## src/rtl/iter_multiplier_pkg.sv

```systemverilog
// Shared processor package: FSM encodings, word/register widths and the
// program-counter register index used by the register file and control.
package iter_multiplier_pkg;

    // Datapath word width and register-file address width of the core.
    localparam int WORD_W = 32;
    localparam int REG_AW = 4;

    // r15 is the program counter; the register file and control both key off it.
    localparam int PC_IDX = 15;

    // Multiplier FSM state type and encodings.
    typedef logic [1:0] mul_state_t;

    localparam mul_state_t ST_IDLE = 2'd0;
    localparam mul_state_t ST_RUN  = 2'd1;
    localparam mul_state_t ST_DONE = 2'd2;

endpackage : iter_multiplier_pkg

```

## src/rtl/iter_multiplier_if.sv

```systemverilog
// Issue/write-back bundle between the register-file read side, the
// multiplier and the register-file write port.
interface iter_multiplier_if #(
    parameter int WIDTH = 32,
    parameter int AW    = 4
);

    // Issue side (driven by control / register-file read ports).
    logic             start;
    logic             accumulate;
    logic [WIDTH-1:0] op_a;
    logic [WIDTH-1:0] op_b;
    logic [WIDTH-1:0] op_c;
    logic [AW-1:0]    dest;

    // Result / status side (driven by the multiplier).
    logic             stall;
    logic             busy;
    logic             wEn;
    logic [AW-1:0]    wA;
    logic [WIDTH-1:0] wD;
    logic             flag_n;
    logic             flag_z;

    // Issuer: presents requests, consumes the write-back and stall.
    modport master (
        output start, accumulate, op_a, op_b, op_c, dest,
        input  stall, busy, wEn, wA, wD, flag_n, flag_z
    );

    // Multiplier: accepts requests, produces the write-back and stall.
    modport slave (
        input  start, accumulate, op_a, op_b, op_c, dest,
        output stall, busy, wEn, wA, wD, flag_n, flag_z
    );

endinterface : iter_multiplier_if

```

## src/rtl/iter_multiplier.sv

```systemverilog
// Iterative shift-and-add MUL/MLA unit. One multiplier bit per cycle, fixed
// WIDTH iterations, then a single write-back cycle to the register file.
module iter_multiplier
    import iter_multiplier_pkg::*;
#(
    parameter int WIDTH = WORD_W,
    parameter int AW    = REG_AW
) (
    input  logic             clk,
    input  logic             reset,
    iter_multiplier_if.slave bus
);

    // Iteration counter just wide enough to count WIDTH iterations.
    localparam int CW = (WIDTH > 1) ? $clog2(WIDTH) : 1;
    localparam logic [CW-1:0] LAST_CNT = CW'(WIDTH - 1);

    mul_state_t       state_r;
    mul_state_t       nextState_s;
    logic [WIDTH-1:0] mcand_r;
    logic [WIDTH-1:0] mplier_r;
    logic [WIDTH-1:0] prod_r;
    logic [WIDTH-1:0] prodNext_s;
    logic [CW-1:0]    cnt_r;
    logic [AW-1:0]    wA_r;
    logic             wEn_r;
    logic             busy_r;
    logic             isDone_s;

    // Next-state logic: start only matters in IDLE; DONE always lasts one cycle.
    always_comb begin
        nextState_s = state_r;
        case (state_r)
            ST_IDLE: begin
                if (bus.start) begin
                    nextState_s = ST_RUN;
                end else begin
                    nextState_s = ST_IDLE;
                end
            end
            ST_RUN: begin
                if (cnt_r == LAST_CNT) begin
                    nextState_s = ST_DONE;
                end else begin
                    nextState_s = ST_RUN;
                end
            end
            ST_DONE: begin
                nextState_s = ST_IDLE;
            end
            default: begin
                nextState_s = ST_IDLE;
            end
        endcase
    end

    // Conditional add of the shifted multiplicand for the current multiplier bit.
    always_comb begin
        prodNext_s = prod_r;
        if (mplier_r[0]) begin
            prodNext_s = prod_r + mcand_r;
        end else begin
            prodNext_s = prod_r;
        end
    end

    // FSM state register.
    always_ff @(posedge clk or posedge reset) begin
        if (reset) begin
            state_r <= ST_IDLE;
        end else begin
            state_r <= nextState_s;
        end
    end

    // Datapath: latch operands on issue, then shift/add once per RUN cycle.
    always_ff @(posedge clk or posedge reset) begin
        if (reset) begin
            mcand_r  <= {WIDTH{1'b0}};
            mplier_r <= {WIDTH{1'b0}};
            prod_r   <= {WIDTH{1'b0}};
            cnt_r    <= {CW{1'b0}};
            wA_r     <= {AW{1'b0}};
        end else begin
            case (state_r)
                ST_IDLE: begin
                    if (bus.start) begin
                        mcand_r  <= bus.op_a;
                        mplier_r <= bus.op_b;
                        prod_r   <= bus.accumulate ? bus.op_c : {WIDTH{1'b0}};
                        cnt_r    <= {CW{1'b0}};
                        wA_r     <= bus.dest;
                    end
                end
                ST_RUN: begin
                    prod_r   <= prodNext_s;
                    mcand_r  <= mcand_r << 1;
                    mplier_r <= mplier_r >> 1;
                    cnt_r    <= cnt_r + CW'(1);
                end
                default: begin
                    // DONE and unused encodings hold the result for write-back.
                    prod_r <= prod_r;
                end
            endcase
        end
    end

    // Registered status: busy covers RUN and DONE, wEn is the one-cycle DONE pulse.
    always_ff @(posedge clk or posedge reset) begin
        if (reset) begin
            busy_r <= 1'b0;
            wEn_r  <= 1'b0;
        end else begin
            busy_r <= (nextState_s == ST_RUN) || (nextState_s == ST_DONE);
            wEn_r  <= (nextState_s == ST_DONE);
        end
    end

    assign isDone_s = (state_r == ST_DONE);

    // Stall covers the issue cycle and every RUN cycle; it drops in DONE so
    // the PC advances on the same edge the result is written.
    assign bus.stall  = ((state_r == ST_IDLE) && bus.start) || (state_r == ST_RUN);
    assign bus.busy   = busy_r;
    assign bus.wEn    = wEn_r;
    assign bus.wA     = wA_r;
    assign bus.wD     = prod_r;
    assign bus.flag_n = isDone_s & prod_r[WIDTH-1];
    assign bus.flag_z = isDone_s & (prod_r == {WIDTH{1'b0}});

endmodule : iter_multiplier

```

## src/flat_wrapper.sv

```systemverilog
// flat-port wrapper written by rule: the top's interface ports become plain ports
module iter_multiplier_flat import iter_multiplier_pkg::*;
#(
    parameter int WIDTH = WORD_W,
    parameter int AW    = REG_AW
)
  (clk, reset, bus_start, bus_accumulate, bus_op_a, bus_op_b, bus_op_c, bus_dest, bus_stall, bus_busy, bus_wEn, bus_wA, bus_wD, bus_flag_n, bus_flag_z);
  iter_multiplier_if #(.WIDTH(WIDTH), .AW(AW)) bus_i ();
  input  logic clk;
  input  logic reset;
  input wire logic [$bits(bus_i.start)-1:0] bus_start;
  input wire logic [$bits(bus_i.accumulate)-1:0] bus_accumulate;
  input wire logic [$bits(bus_i.op_a)-1:0] bus_op_a;
  input wire logic [$bits(bus_i.op_b)-1:0] bus_op_b;
  input wire logic [$bits(bus_i.op_c)-1:0] bus_op_c;
  input wire logic [$bits(bus_i.dest)-1:0] bus_dest;
  output wire logic [$bits(bus_i.stall)-1:0] bus_stall;
  output wire logic [$bits(bus_i.busy)-1:0] bus_busy;
  output wire logic [$bits(bus_i.wEn)-1:0] bus_wEn;
  output wire logic [$bits(bus_i.wA)-1:0] bus_wA;
  output wire logic [$bits(bus_i.wD)-1:0] bus_wD;
  output wire logic [$bits(bus_i.flag_n)-1:0] bus_flag_n;
  output wire logic [$bits(bus_i.flag_z)-1:0] bus_flag_z;
  assign bus_i.start = bus_start;
  assign bus_i.accumulate = bus_accumulate;
  assign bus_i.op_a = bus_op_a;
  assign bus_i.op_b = bus_op_b;
  assign bus_i.op_c = bus_op_c;
  assign bus_i.dest = bus_dest;
  assign bus_stall = bus_i.stall;
  assign bus_busy = bus_i.busy;
  assign bus_wEn = bus_i.wEn;
  assign bus_wA = bus_i.wA;
  assign bus_wD = bus_i.wD;
  assign bus_flag_n = bus_i.flag_n;
  assign bus_flag_z = bus_i.flag_z;
  iter_multiplier #(.WIDTH(WIDTH), .AW(AW)) u_core (.clk(clk), .reset(reset), .bus(bus_i));
endmodule
```

## config.mk

```make
export PLATFORM = sky130hd
export DESIGN_NAME = iter_multiplier_flat
export DESIGN_NICKNAME = d
export VERILOG_FILES = /design/src/rtl/iter_multiplier_pkg.sv /design/src/rtl/iter_multiplier_if.sv /design/src/rtl/iter_multiplier.sv /design/src/flat_wrapper.sv
export SDC_FILE = /design/constraint.sdc
export NUM_CORES = 1
export LEC_CHECK = 0
export ABC_AREA = 0
export CORE_MARGIN = 2
export CORE_UTILIZATION = 25
export DETAILED_ROUTE_END_ITERATION = 16
export PLACE_DENSITY = 0.56
export SLEW_MARGIN = 5
export SYNTH_ARGS = -nofsm -noshare
export SYNTH_HDL_FRONTEND = slang
export SYNTH_SLANG_ARGS = --single-unit
```

## constraint.sdc

```tcl
create_clock -name clk -period 7.3 [get_ports clk]
set_input_delay 1.095 -clock clk [delete_from_list [all_inputs] [get_ports clk]]
set_output_delay 1.095 -clock clk [all_outputs]
set_load 0.02 [all_outputs]
```

# --- Word level (Yosys, flattened, before mapping) ---
# Index checks and enable logic that the tools add are counted.
word_totals:
  reg_bits: 109
  inputBits: 104
  output_inout_bits: 41
  elab_cells: 41
classes:
  n_addsub: 2
  eq_ne: 7
  muxes: 13
  n_bitwise: 2
  n_reduce_logical: 9
ops:
  columns: ["operator", "n"]
  rows:
  - ["case mux 32 bit (2 select lines)", 3]
  - ["2-to-1 mux 32 bit", 5]
  - ["adder 32 bit", 1]
  - ["logical NOT 32 bit", 1]
  - ["case mux 5 bit (2 select lines)", 1]
  - ["adder 5 x 1 -> 5 bit, second input constant", 1]
  - ["== test 5 bit, second input constant", 1]
  - ["2-to-1 mux 5 bit", 1]
  - ["== test 2 x 1 -> 1 bit, second input constant", 2]
  - ["== test 2 bit, second input constant", 2]
  - ["case mux 2 bit (2 select lines)", 1]
  - ["AND reduction 2 bit", 2]
  - ["AND reduction 3 bit", 1]
  - ["AND 1 bit", 2]
  - ["logical NOT 2 bit", 1]
  - ["logical OR 1 bit", 2]
  - ["2-to-1 mux 2 bit", 1]
  - ["inequality test 2 x 1 -> 1 bit, second input constant", 1]
  - ["inequality test 2 bit, second input constant", 1]
  - ["nonzero test 2 bit", 1]
  - ["logical AND 1 bit", 1]
  - ["2-to-1 mux 1 bit", 1]

# --- Depth between registers and ports, before layout ---
# Gate-level depths: netlist (run 1).
depth:
  ltp_word: 5
  mapped_depth: 10
  mapped_depth_nobuf: 10

# --- Least setup slack after synthesis (run 1) ---
# No wires, ideal clock.
synth_timing:
  path_kind: "input -> output"
  startpoint: "in bus_start"
  endpoint: "out bus_stall"
  t_arrival_ps: 2131
  t_required_ps: 6205
  path_slack_ps: 4074
  path_stages: 6
  path_buffers: 3
  cell_sequence: "clkbuf_1 -> nor2_1 -> or2_2 -> clkbuf_1 -> clkbuf_1 -> inv_1"
synth_via:
  elab_chain_cells: 2
synth_rtl:
  columns: ["item", "line_no", "source"]
  rows:
  - ["start: declaration", "flat_wrapper.sv:11", "input wire logic [$bits(bus_i.start)-1:0] bus_start;"]
  - ["logical AND 1 bit", "iter_multiplier.sv:124", "assign bus.stall = ((state_r == ST_IDLE) && bus.start) || (state_r == ST_RUN);"]
  - ["logical OR 1 bit", "iter_multiplier.sv:124", null]
  - ["end: declaration", "flat_wrapper.sv:17", "output wire logic [$bits(bus_i.stall)-1:0] bus_stall;"]
# No other way between the ends.

# --- Worst setup path after layout (run 1) ---
layout_timing:
  startpoint: "reg u_core.prod_r[31] (netlist: u_core.bus.wD[31])"
  endpoint: "out bus_flag_z"
layout_via:
  elab_chain_cells: 2
layout_rtl:
  columns: ["item", "line_no", "source"]
  rows:
  - ["start: declaration", "iter_multiplier.sv:22", "logic [WIDTH-1:0] prod_r;"]
  - ["start signal: assignment", "iter_multiplier.sv:81", "prod_r <= {WIDTH{1'b0}};"]
  - ["start signal: assignment", "iter_multiplier.sv:90", "prod_r <= bus.accumulate ? bus.op_c : {WIDTH{1'b0}};"]
  - ["start signal: assignment", "iter_multiplier.sv:96", "prod_r <= prodNext_s;"]
  - ["logical NOT 32 bit", "iter_multiplier.sv:130", "assign bus.flag_z = isDone_s & (prod_r == {WIDTH{1'b0}});"]
  - ["AND 1 bit", "iter_multiplier.sv:130", null]
  - ["end: declaration", "flat_wrapper.sv:23", "output wire logic [$bits(bus_i.flag_z)-1:0] bus_flag_z;"]
# No other way between the ends.

==> results.py, run 1 <==
metrics = {
    "floorplan": {
        "io_pins": 145,
        "initial_core_util": 0.253,
        "die_x_um": 169,
        "fp-row-count": 60,
        "core-area_sq_um": 26900,
        "dieArea_sq_um": 28600,
        "die_h_um": 169,
    },
    "synth": {
        "synth_top_area_cell": "dfrtp_1",
        "synth_warnings": 0,
        "synth_area_sq_um": 6810,
        "synthFlopType": "dfrtp_1",
        "synth_edf_count": 0,
        "syn_avg_cell_area_sq_um": 8.67,
        "synth_area_leaders": "dfrtp_1, a21oi_1, and3b_1, ha_1, o21ai_0",
        "async_flop_share": 1.00,
        "synth_nets": 924,
        "ys_ff_latch": 109,
        "synth_cell_types": 57,
        "synth_cells": 785,
        "ys_seq_area_frac": 0.401,
        "yosysTopAreaCellShare": 0.401,
    },
    "clock_tree": {
        "cts.sinks": 109,
        "htreeDepth": 3,
        "post_cts_buffers": 0,
        "clkLatencyLatePin_ns": 0.36,
        "cts_tree": "yes",
        "cts_max_path_buffers": 2,
        "path_clk_slew_ns": 0.08,
        "cts_hold_buffers": 0,
        "cts-root-buf": "clkbuf_16",
        "numCtsBuffers": 9,
        "cts_resized": 0,
    },
    "timing": {
        "tns_ns": 0,
        "fin_crit_ns": 3.62,
        "finalCritPeriodShare": 0.496,
        "finalSetupViolations": 0,
        "hold_viol": 0,
        "maxSlewViolCount": 0,
        "fmax_mhz": 276,
        "clock_skew_ns": 0.00822,
        "grt_setup_unrepaired": "no",
        "slew-limit-headroom": 0.348,
        "tightest_slew_ns": 0.978,
    },
    "setup_path": {
        "cp.arrival_ns": 2.52,
        "crit_path_max_fanout": 7,
        "crit_type": "reg2out",
        "crit_path_end_kind": "primary output",
        "timing.rr.end": "u_core.bus.wD[31]$_DFFE_PP0P_",
        "rr_worst_depth": 6,
        "cp-start-kind": "flip-flop",
        "reg2reg_from": "u_core.state_r[0]$_DFF_PP0_",
        "ff2ff_setup_slack_ns": 4.25,
        "worstPathRequired_ns": 6.20,
    },
    "placement": {
        "numPortBuffers": 144,
        "place_congestion": 0.835,
        "placed_cells": 1225,
        "dp_hpwl_mm": 15.2,
        "place_area_sq_um": 8540,
    },
    "layout": {
        "syn_to_final_growth_pct": 29.8,
        "final_cell_area_sq_um": 8840,
        "final_cell_mix": "clkdlybuf4s50_1, dfrtp_1, a21oi_1, nand2_1, o21ai_0",
        "fin_cells": 1242,
        "drive_gt1_frac": 0.0522,
        "nets": 1034,
        "layout_commonest_cell": "clkdlybuf4s50_1",
    },
    "drt": {
        "wl_per_cell_um": 17.3,
        "vias": 6113,
        "totalWireLength_mm": 21.4,
        "ant_nets": 0,
        "drcViolationCount": 0,
        "firstDrtPassIters": 5,
        "drt-initial-drc-count": 370,
        "via_per_inst": 4.92,
    },
    "power": {
        "p_clk_frac": 0.127,
        "p_seq_frac": 0.298,
        "p_per_area_nw_per_um2": 447,
        "p_comb_frac": 0.575,
        "p_switching_mw": 1.84,
        "intPower_mw": 2.11,
        "leakage_nw": 3.92,
        "swShare": 0.465,
        "peakVddDrop_mv": 0.143,
    },
    "global_route": {
        "grt_overflow": 0,
        "antenna_found_initial": 1,
        "track_usage": 0.153,
        "grt_pass1_vias": 6096,
        "grt_pass1_wl_mm": 34.6,
        "grt_start_max_net_pins": 75,
    },
    "min_path": {
        "hold_depth": 2,
        "min_to": "u_core.mplier_r[18]$_DFFE_PP0P_",
        "holdCritStartpoint": "u_core.mplier_r[18]$_DFFE_PP0P_",
        "hp-class": "reg2reg",
    },
    "outcome": {
        "status": "finished, final reports clean",
    },
    "flow_run": {
        "max-cap-violations": 0,
    },
}
-- cell type report --
cell class	instances	area, sq um
diodes	1	2.50
clock buffers	9	225
clock inverters	7	67.6
inverters	12	47.5
repair buffers	152	1500
multi-input cells	611	3840
well taps	341	427
flip-flops and latches	109	2730
fillers	2796	18000
-- synthesized netlist by cell type (all sizes together) (2+ instances only) --
master,instances
xor2,12
o31ai,2
a22o,4
nand3b,3
a31oi,19
nand2,96
o21bai,7
inv,12
o2111ai,2
buf,2
nor2b,12
a21oi,102
a221oi,11
or2,2
a21boi,2
clkbuf,51
a21o,14
o2bb2ai,2
dfrtp,109
o21ai,88
xnor2,13
nand3,17
o21a,2
and3b,54
a211oi,2
a2bb2oi,2
nor2,49
a22oi,11
o211ai,3
nor3,4
nor4,8
and2,2
nand4,5
o22ai,5
and3,9
ha,34
nand2b,4
-- flip-flops by register name (all words and copies together) (netlist names) --
| register | flops |
|---|---|
| u_core.cnt_r | 5 |
| u_core.bus.wEn | 1 |
| u_core.state_r | 2 |
| u_core.bus.wD | 32 |
| u_core.bus.busy | 1 |
| u_core.bus.wA | 4 |
| u_core.mcand_r | 32 |
| u_core.mplier_r | 32 |
-- worst max-delay path: stages, from the launching register on --
cell	delay, ns
dfrtp_1	0.49
nor4_1	0.45
nand4_1	0.23
nor3_1	0.34
clkdlybuf4s50_1	0.66
-- how the worst max path moves through the flow --
stage | from | to | slack, ns
floorplan | reset | u_core.bus.busy$_DFF_PP0_ | 3.33
global placement | bus_start | bus_stall | 3.74
detailed placement | bus_start | bus_stall | 3.74
CTS | u_core.bus.wD[31]$_DFFE_PP0P_ | bus_flag_z | 3.69
global route | u_core.bus.wD[31]$_DFFE_PP0P_ | bus_flag_z | 3.62
finish | u_core.bus.wD[31]$_DFFE_PP0P_ | bus_flag_z | 3.68
-- power groups by stage --
| stage | clock (mW) | combinational [mW] | sequential, mW |
|---|---|---|---|
| 2_1_floorplan | 0 | 1.59 | 1.17 |
| 3_3_place_gp | 0 | 2.25 | 1.18 |
| 3_5_place_dp | 0 | 2.28 | 1.19 |
| 4_1_cts | 0.520 | 2.29 | 1.18 |
| 5_1_grt | 0.541 | 2.55 | 1.23 |
| 6_report | 0.501 | 2.27 | 1.18 |
-- routing by layer --
layer | track usage | share of wire | wire, um
met1 | 0.221 | 0.49 | 10500
met5 | 0 | 0 | 0
met2 | 0.236 | 0.44 | 9510
met4 | 0.0268 | 0.0073 | 156
met3 | 0.0369 | 0.059 | 1260
-- through the flow --
step           hold WS [ns]  setup WS, ns  utilization  power [mW]
2_1_floorplan         0.449          3.33            -        2.75
3_3_place_gp          0.461          3.74        0.318        3.44
3_5_place_dp          0.464          3.74        0.318        3.47
4_1_cts               0.490          3.69        0.329        3.99
5_1_grt               0.516          3.62        0.329        4.31
6_report              0.484          3.68        0.329        3.95
-- kinds of logic after synthesis --
family | share of synthesized area
buffers and inverters | 0.0360
AOI/OAI and AO/OA | 0.255
DFF | 0.401
and+or+nand+nor | 0.209
muxes | 0.00147
xor gates and xnor gates | 0.0322
adders and majority gates | 0.0654
Power figures use the tool's default switching activity.
==> run 2, diff against run 1 <==
==> constraint.sdc (replaced) <==
create_clock -name clk -period 3.68 [get_ports clk]
set_input_delay 0.552 -clock clk [delete_from_list [all_inputs] [get_ports clk]]
set_output_delay 0.552 -clock clk [all_outputs]
set_load 0.02 [all_outputs]
==> run 2 against run 1 <==
Utilization grew 0.38 points. Clock-buffer cell count increased by 1. Global-route usage grew 0.19 points. Critical path depth is the same. Flip-flop and latch count stayed put. Worst hold slack got worse by 0.0024 ns. Sequential power grew 91%. Via count rose by 2.3%. First-iteration DRC count fell by 22%. Die area stayed put. Clock skew hardly changed. Largest cell class unchanged.
==> results.py, run 2 (synthesized netlist as in run 1, its figures left out) <==
metrics = {
    "outcome": {
        "status": "finished, final reports clean",
    },
    "setup_path": {
        "ff2ff_setup_slack_ns": 0.96,
        "reg2reg_from": "u_core.bus.wD[0]$_DFFE_PP0P_",
        "crit_path_max_fanout": 7,
        "cp_num_cells": 4,
        "path_buf_inv": 1,
        "rr_worst_depth": 10,
        "cp_slowest_cell": "clkdlybuf4s50_1",
        "worstPathRequired_ns": 3.13,
        "cp-start-kind": "flip-flop",
        "startpoint": "u_core.bus.wD[31]$_DFFE_PP0P_",
        "crit_type": "reg2out",
        "crit_path_end_kind": "primary output",
        "cp.arrival_ns": 2.57,
        "slowest_delay_ns": 0.66,
        "crit_family": "simple AND/OR/NAND/NOR gates",
        "path_cells": "nor4_1, nand4_1, nor3_1, clkdlybuf4s50_1",
    },
    "min_path": {
        "holdCritStartpoint": "u_core.bus.wA[1]$_DFFE_PP0P_",
        "hold_depth": 2,
        "hp-class": "reg2reg",
    },
    "layout": {
        "layout_commonest_cell": "clkdlybuf4s50_1",
        "drive_gt1_frac": 0.0647,
        "syn_to_final_growth_pct": 31.3,
        "final_cell_mix": "clkdlybuf4s50_1, dfrtp_1, a21oi_1, nand2_1, o21ai_0",
        "fin_util": 0.333,
        "nets": 1046,
        "fill_cells": 2856,
    },
    "clock_tree": {
        "cts_hold_buffers": 0,
        "post_cts_buffers": 0,
        "htreeDepth": 3,
        "path_clk_slew_ns": 0.08,
        "cts.sinks": 109,
        "clkLatencyLatePin_ns": 0.36,
        "cts_tree": "yes",
        "numCtsBuffers": 9,
        "cts-root-buf": "clkbuf_16",
        "cts_max_path_buffers": 2,
        "cts_resized": 0,
    },
    "drt": {
        "firstDrtPassIters": 5,
        "totalWireLength_mm": 21.8,
        "drcViolationCount": 0,
        "vias": 6254,
        "wl_per_cell_um": 17.4,
        "drt-initial-drc-count": 289,
        "met1_length_mm": 10.6,
        "via_per_inst": 4.99,
        "ant_nets": 0,
        "wl_met2_mm": 9.68,
        "topRoutingLayerUsed": "met4",
        "wl_met3_mm": 1.30,
    },
    "timing": {
        "tns_ns": 0,
        "slew-limit-headroom": 0.362,
        "fin_crit_ns": 3.12,
        "grt_setup_unrepaired": "no",
        "tightest_slew_ns": 0.957,
        "finalSetupViolations": 0,
        "setup_slack_ns": 0.560,
        "finalCritPeriodShare": 0.848,
        "maxSlewViolCount": 0,
        "clock_skew_ns": 0.00824,
        "hold_viol": 0,
        "fmax_mhz": 320,
    },
    "placement": {
        "dpl_worst_slack_ns": 0.922,
        "dp_hpwl_mm": 16.0,
        "place_congestion": 0.830,
        "numPortBuffers": 144,
    },
    "power": {
        "p_switching_mw": 3.67,
        "leakage_nw": 3.99,
        "peakVddDrop_mv": 0.298,
        "swShare": 0.463,
        "p_comb_frac": 0.591,
        "p_seq_frac": 0.284,
        "intPower_mw": 4.26,
        "p_per_area_nw_per_um2": 887,
        "p_clk_frac": 0.125,
    },
    "floorplan": {
        "initial_core_util": 0.253,
        "die_h_um": 169,
        "io_pins": 145,
        "dieArea_sq_um": 28600,
        "die_x_um": 169,
        "fp-row-count": 60,
        "core-area_sq_um": 26900,
    },
    "global_route": {
        "grt_overflow": 0,
        "grt_start_max_net_pins": 73,
        "grt_pass1_wl_mm": 34.7,
        "antenna_found_initial": 0,
        "grt_pass1_vias": 6120,
        "track_usage": 0.155,
    },
    "flow_run": {
        "max-cap-violations": 0,
    },
}
==> run 2: changes by cell type in the layout (fill, tap and decap cells not counted), sizes merged <==
cell	before	now
buf	9	21
clkbuf	9	10
clkinvlp	2	1
==> run 2: layout make-up <==
| type | instances | area, sq um | area share |
|---|---|---|---|
| Timing Repair Buffer | 164 | 1600 | 0.179 |
| Sequential cell | 109 | 2730 | 0.306 |
| Clock inverter | 6 | 52.6 | 0.00588 |
| Multi-Input combinational cell | 611 | 3840 | 0.430 |
| Clock buffer | 10 | 239 | 0.0267 |
| Antenna cell | 1 | 2.50 | 0.000280 |
| Inverter | 12 | 47.5 | 0.00532 |
| Tap cell | 341 | 427 | 0.0477 |
==> run 2: worst register-to-register path, stage by stage (launching register included) <==
cell,delay (ns)
dfrtp_1,0.41
ha_1,0.25
fa_1,0.45
a21oi_4,0.21
a2bb2oi_2,0.20
o2111ai_2,0.17
a21oi_4,0.27
o21bai_4,0.14
a21boi_0,0.23
xor2_1,0.18
o22ai_1,0.10
==> run 2: layer usage <==
layer / up-vias / track usage
met1: 2985 / 0.219
met5: - / 0
met2: 156 / 0.240
met3: 18 / 0.0379
met4: 0 / 0.0357
li1: 3095 / -
==> run 2: path summary, 6_finish.rpt <==
path | to
min in group asynchronous | u_core.mplier_r[20]$_DFFE_PP0P_
worst min register to register | u_core.bus.wA[1]$_DFFE_PP0P_
max in group asynchronous | u_core.state_r[0]$_DFF_PP0_
worst min-delay path | u_core.bus.wA[1]$_DFFE_PP0P_
worst max register to register | u_core.bus.wD[26]$_DFFE_PP0P_
worst max-delay path | bus_flag_z
==> run 2: power by group through the flow <==
stage / logic (mW) / clock network (mW) / registers [mW]
floorplan: 3.14 / 0 / 2.31
CTS: 4.72 / 1.02 / 2.27
detailed placement: 4.71 / 0 / 2.28
global route: 5.26 / 1.07 / 2.34
finish: 4.68 / 0.992 / 2.25
global placement: 4.67 / 0 / 2.27
==> run 2: through the flow <==
stage	hold WS, ns	std cells	area [sq um]	total power [mW]
after floorplan	0.449	785	6810	5.46
after global placement	0.457	1237	8650	6.93
after detailed placement	0.465	1237	8650	6.99
after CTS	0.484	1253	8940	8.00
after global routing	0.517	1253	8940	8.67
final	0.481	1254	8940	7.93
==> run 3, diff against run 2 <==
==> constraint.sdc (replaced) <==
create_clock -name clk -period 3.25 [get_ports clk]
set_input_delay 0.4875 -clock clk [delete_from_list [all_inputs] [get_ports clk]]
set_output_delay 0.4875 -clock clk [all_outputs]
set_load 0.02 [all_outputs]
==> run 3 against run 2 <==
Worst setup slack worse by 0.34 ns. Sequential power is 14% higher. Via count is 0.83% higher. Flip-flop and latch count stayed put. Clock skew is 0.0031 ns higher. Critical path depth stayed put. Cell count hardly changed. Clock power is 19% higher. Die area stayed put. Non-clock buffer count is 2 lower. Worst hold slack better by 0.0041 ns. Largest power group unchanged.
==> results.py, run 3 (synthesized netlist as in run 1, its figures left out) <==
metrics = {
    "placement": {
        "numPortBuffers": 144,
        "dp_hpwl_mm": 15.8,
        "place_area_sq_um": 8630,
        "place_congestion": 0.837,
    },
    "power": {
        "peakVddDrop_mv": 0.335,
        "intPower_mw": 4.87,
        "leakage_nw": 3.98,
        "p_seq_frac": 0.285,
        "p_switching_mw": 4.16,
        "swShare": 0.461,
        "p_clk_frac": 0.130,
        "p_per_area_nw_per_um2": 1010,
        "p_comb_frac": 0.585,
    },
    "floorplan": {
        "die_x_um": 169,
        "io_pins": 145,
        "core-area_sq_um": 26900,
        "fp-row-count": 60,
        "dieArea_sq_um": 28600,
        "die_h_um": 169,
        "initial_core_util": 0.253,
    },
    "setup_path": {
        "cp_slowest_cell": "clkdlybuf4s50_1",
        "cp-start-kind": "flip-flop",
        "worstPathRequired_ns": 2.76,
        "crit_path_max_fanout": 7,
        "path_buf_inv": 1,
        "crit_type": "reg2out",
        "crit_family": "simple AND/OR/NAND/NOR gates",
        "slowest_delay_ns": 0.67,
        "cp.arrival_ns": 2.55,
        "crit_path_end_kind": "primary output",
        "path_cells": "nor4_1, nand4_1, nor3_1, clkdlybuf4s50_1",
    },
    "global_route": {
        "grt_start_max_net_pins": 64,
        "grt_overflow": 0,
        "antenna_found_initial": 2,
        "track_usage": 0.156,
        "grt_pass1_wl_mm": 34.9,
        "grt_pass1_vias": 6144,
    },
    "clock_tree": {
        "post_cts_buffers": 0,
        "cts.sinks": 109,
        "htreeDepth": 3,
        "numCtsBuffers": 9,
        "cts_resized": 0,
        "cts-root-buf": "clkbuf_16",
        "cts_hold_buffers": 0,
        "cts_tree": "yes",
        "clkLatencyLatePin_ns": 0.36,
        "cts_max_path_buffers": 2,
        "path_clk_slew_ns": 0.08,
    },
    "layout": {
        "final_cell_area_sq_um": 8940,
        "syn_to_final_growth_pct": 31.4,
        "drive_gt1_frac": 0.0615,
        "nets": 1044,
        "layout_commonest_cell": "clkdlybuf4s50_1",
        "fin_util": 0.333,
        "final_cell_mix": "clkdlybuf4s50_1, dfrtp_1, a21oi_1, nand2_1, o21ai_0",
    },
    "flow_run": {
        "max-cap-violations": 0,
    },
    "timing": {
        "fmax_mhz": 330,
        "clock_skew_ns": 0.0113,
        "maxSlewViolCount": 0,
        "finalCritPeriodShare": 0.933,
        "tightest_slew_ns": 0.717,
        "slew-limit-headroom": 0.522,
        "hold_viol": 0,
        "finalSetupViolations": 0,
        "grt_setup_unrepaired": "no",
        "fin_crit_ns": 3.03,
        "tns_ns": 0,
    },
    "drt": {
        "vias": 6306,
        "ant_nets": 0,
        "wl_per_cell_um": 17.6,
        "totalWireLength_mm": 22.1,
        "drcViolationCount": 0,
        "via_per_inst": 5.03,
        "firstDrtPassIters": 4,
        "drt-initial-drc-count": 388,
    },
    "min_path": {
        "hp-class": "reg2reg",
    },
    "outcome": {
        "status": "finished, final reports clean",
    },
}
==> run 3: changes by cell type in the layout (fill, tap and decap cells not counted) <==
cell        delta
inv_4          -1
clkbuf_1       +1
diode_2        +1
clkinv_2       -1
clkinvlp_4     +1
clkbuf_8       -1
bufinv_16      +1
buf_4          -2
==> run 3: layout make-up <==
cell class,count,area (sq um)
multi-input combinational,611,3840
antenna,2,5.00
clock buffer,10,229
clock inverter,6,77.6
timing repair buffer,162,1580
fill,2870,17900
sequential,109,2730
inverter,12,48.8
tap,341,427
==> run 3: worst register-to-register path, cell delays in order, from the launching register on <==
cell,delay (ns)
dfrtp_1,0.41
ha_1,0.25
fa_1,0.44
a21oi_4,0.21
a2bb2oi_2,0.22
o2111ai_2,0.17
a21oi_4,0.27
o21bai_4,0.14
a221oi_2,0.27
xor2_1,0.16
a31oi_1,0.09
==> run 3: worst paths after layout <==
check | startpoint | to | slack (ns) | depth (start not counted)
min in group asynchronous | reset | u_core.mplier_r[25]$_DFFE_PP0P_ | 0.54 | 2
max in group asynchronous | reset | u_core.bus.wD[5]$_DFFE_PP0P_ | 2.01 | 3
max | u_core.bus.wD[31]$_DFFE_PP0P_ | bus_flag_z | 0.22 | 4
min | u_core.mplier_r[22]$_DFFE_PP0P_ | u_core.mplier_r[22]$_DFFE_PP0P_ | 0.49 | 2
max reg2reg | u_core.bus.wD[0]$_DFFE_PP0P_ | u_core.bus.wD[30]$_DFFE_PP0P_ | 0.50 | 10
min reg2reg | u_core.mplier_r[22]$_DFFE_PP0P_ | u_core.mplier_r[22]$_DFFE_PP0P_ | 0.49 | 2
==> run 3: stage by stage <==
stage / total power [mW] / hold WS [ns] / instances / setup slack (ns)
after global routing: 9.83 / 0.509 / 1251 / 0.130
final: 9.03 / 0.486 / 1253 / 0.217
after global placement: 7.84 / 0.461 / 1235 / 0.514
after floorplan: 6.18 / 0.449 / 785 / 0.627
after detailed placement: 7.90 / 0.466 / 1235 / 0.515
after CTS: 9.11 / 0.490 / 1251 / 0.159
==> run 3: per-layer routing <==
layer	track usage	routed length, um	vias to the layer above
li1	-	-	3089
met1	0.219	10600	3028
met2	0.239	9750	167
met3	0.0395	1410	20
met4	0.0372	289	2
met5	0	11	-
==> run 3: power groups by stage <==
stage	clock (mW)	sequential, mW	combinational, mW
after global routing	1.27	2.66	5.90
final	1.18	2.57	5.28
after CTS	1.21	2.58	5.32
after detailed placement	0	2.59	5.31
after floorplan	0	2.62	3.56
after global placement	0	2.58	5.26
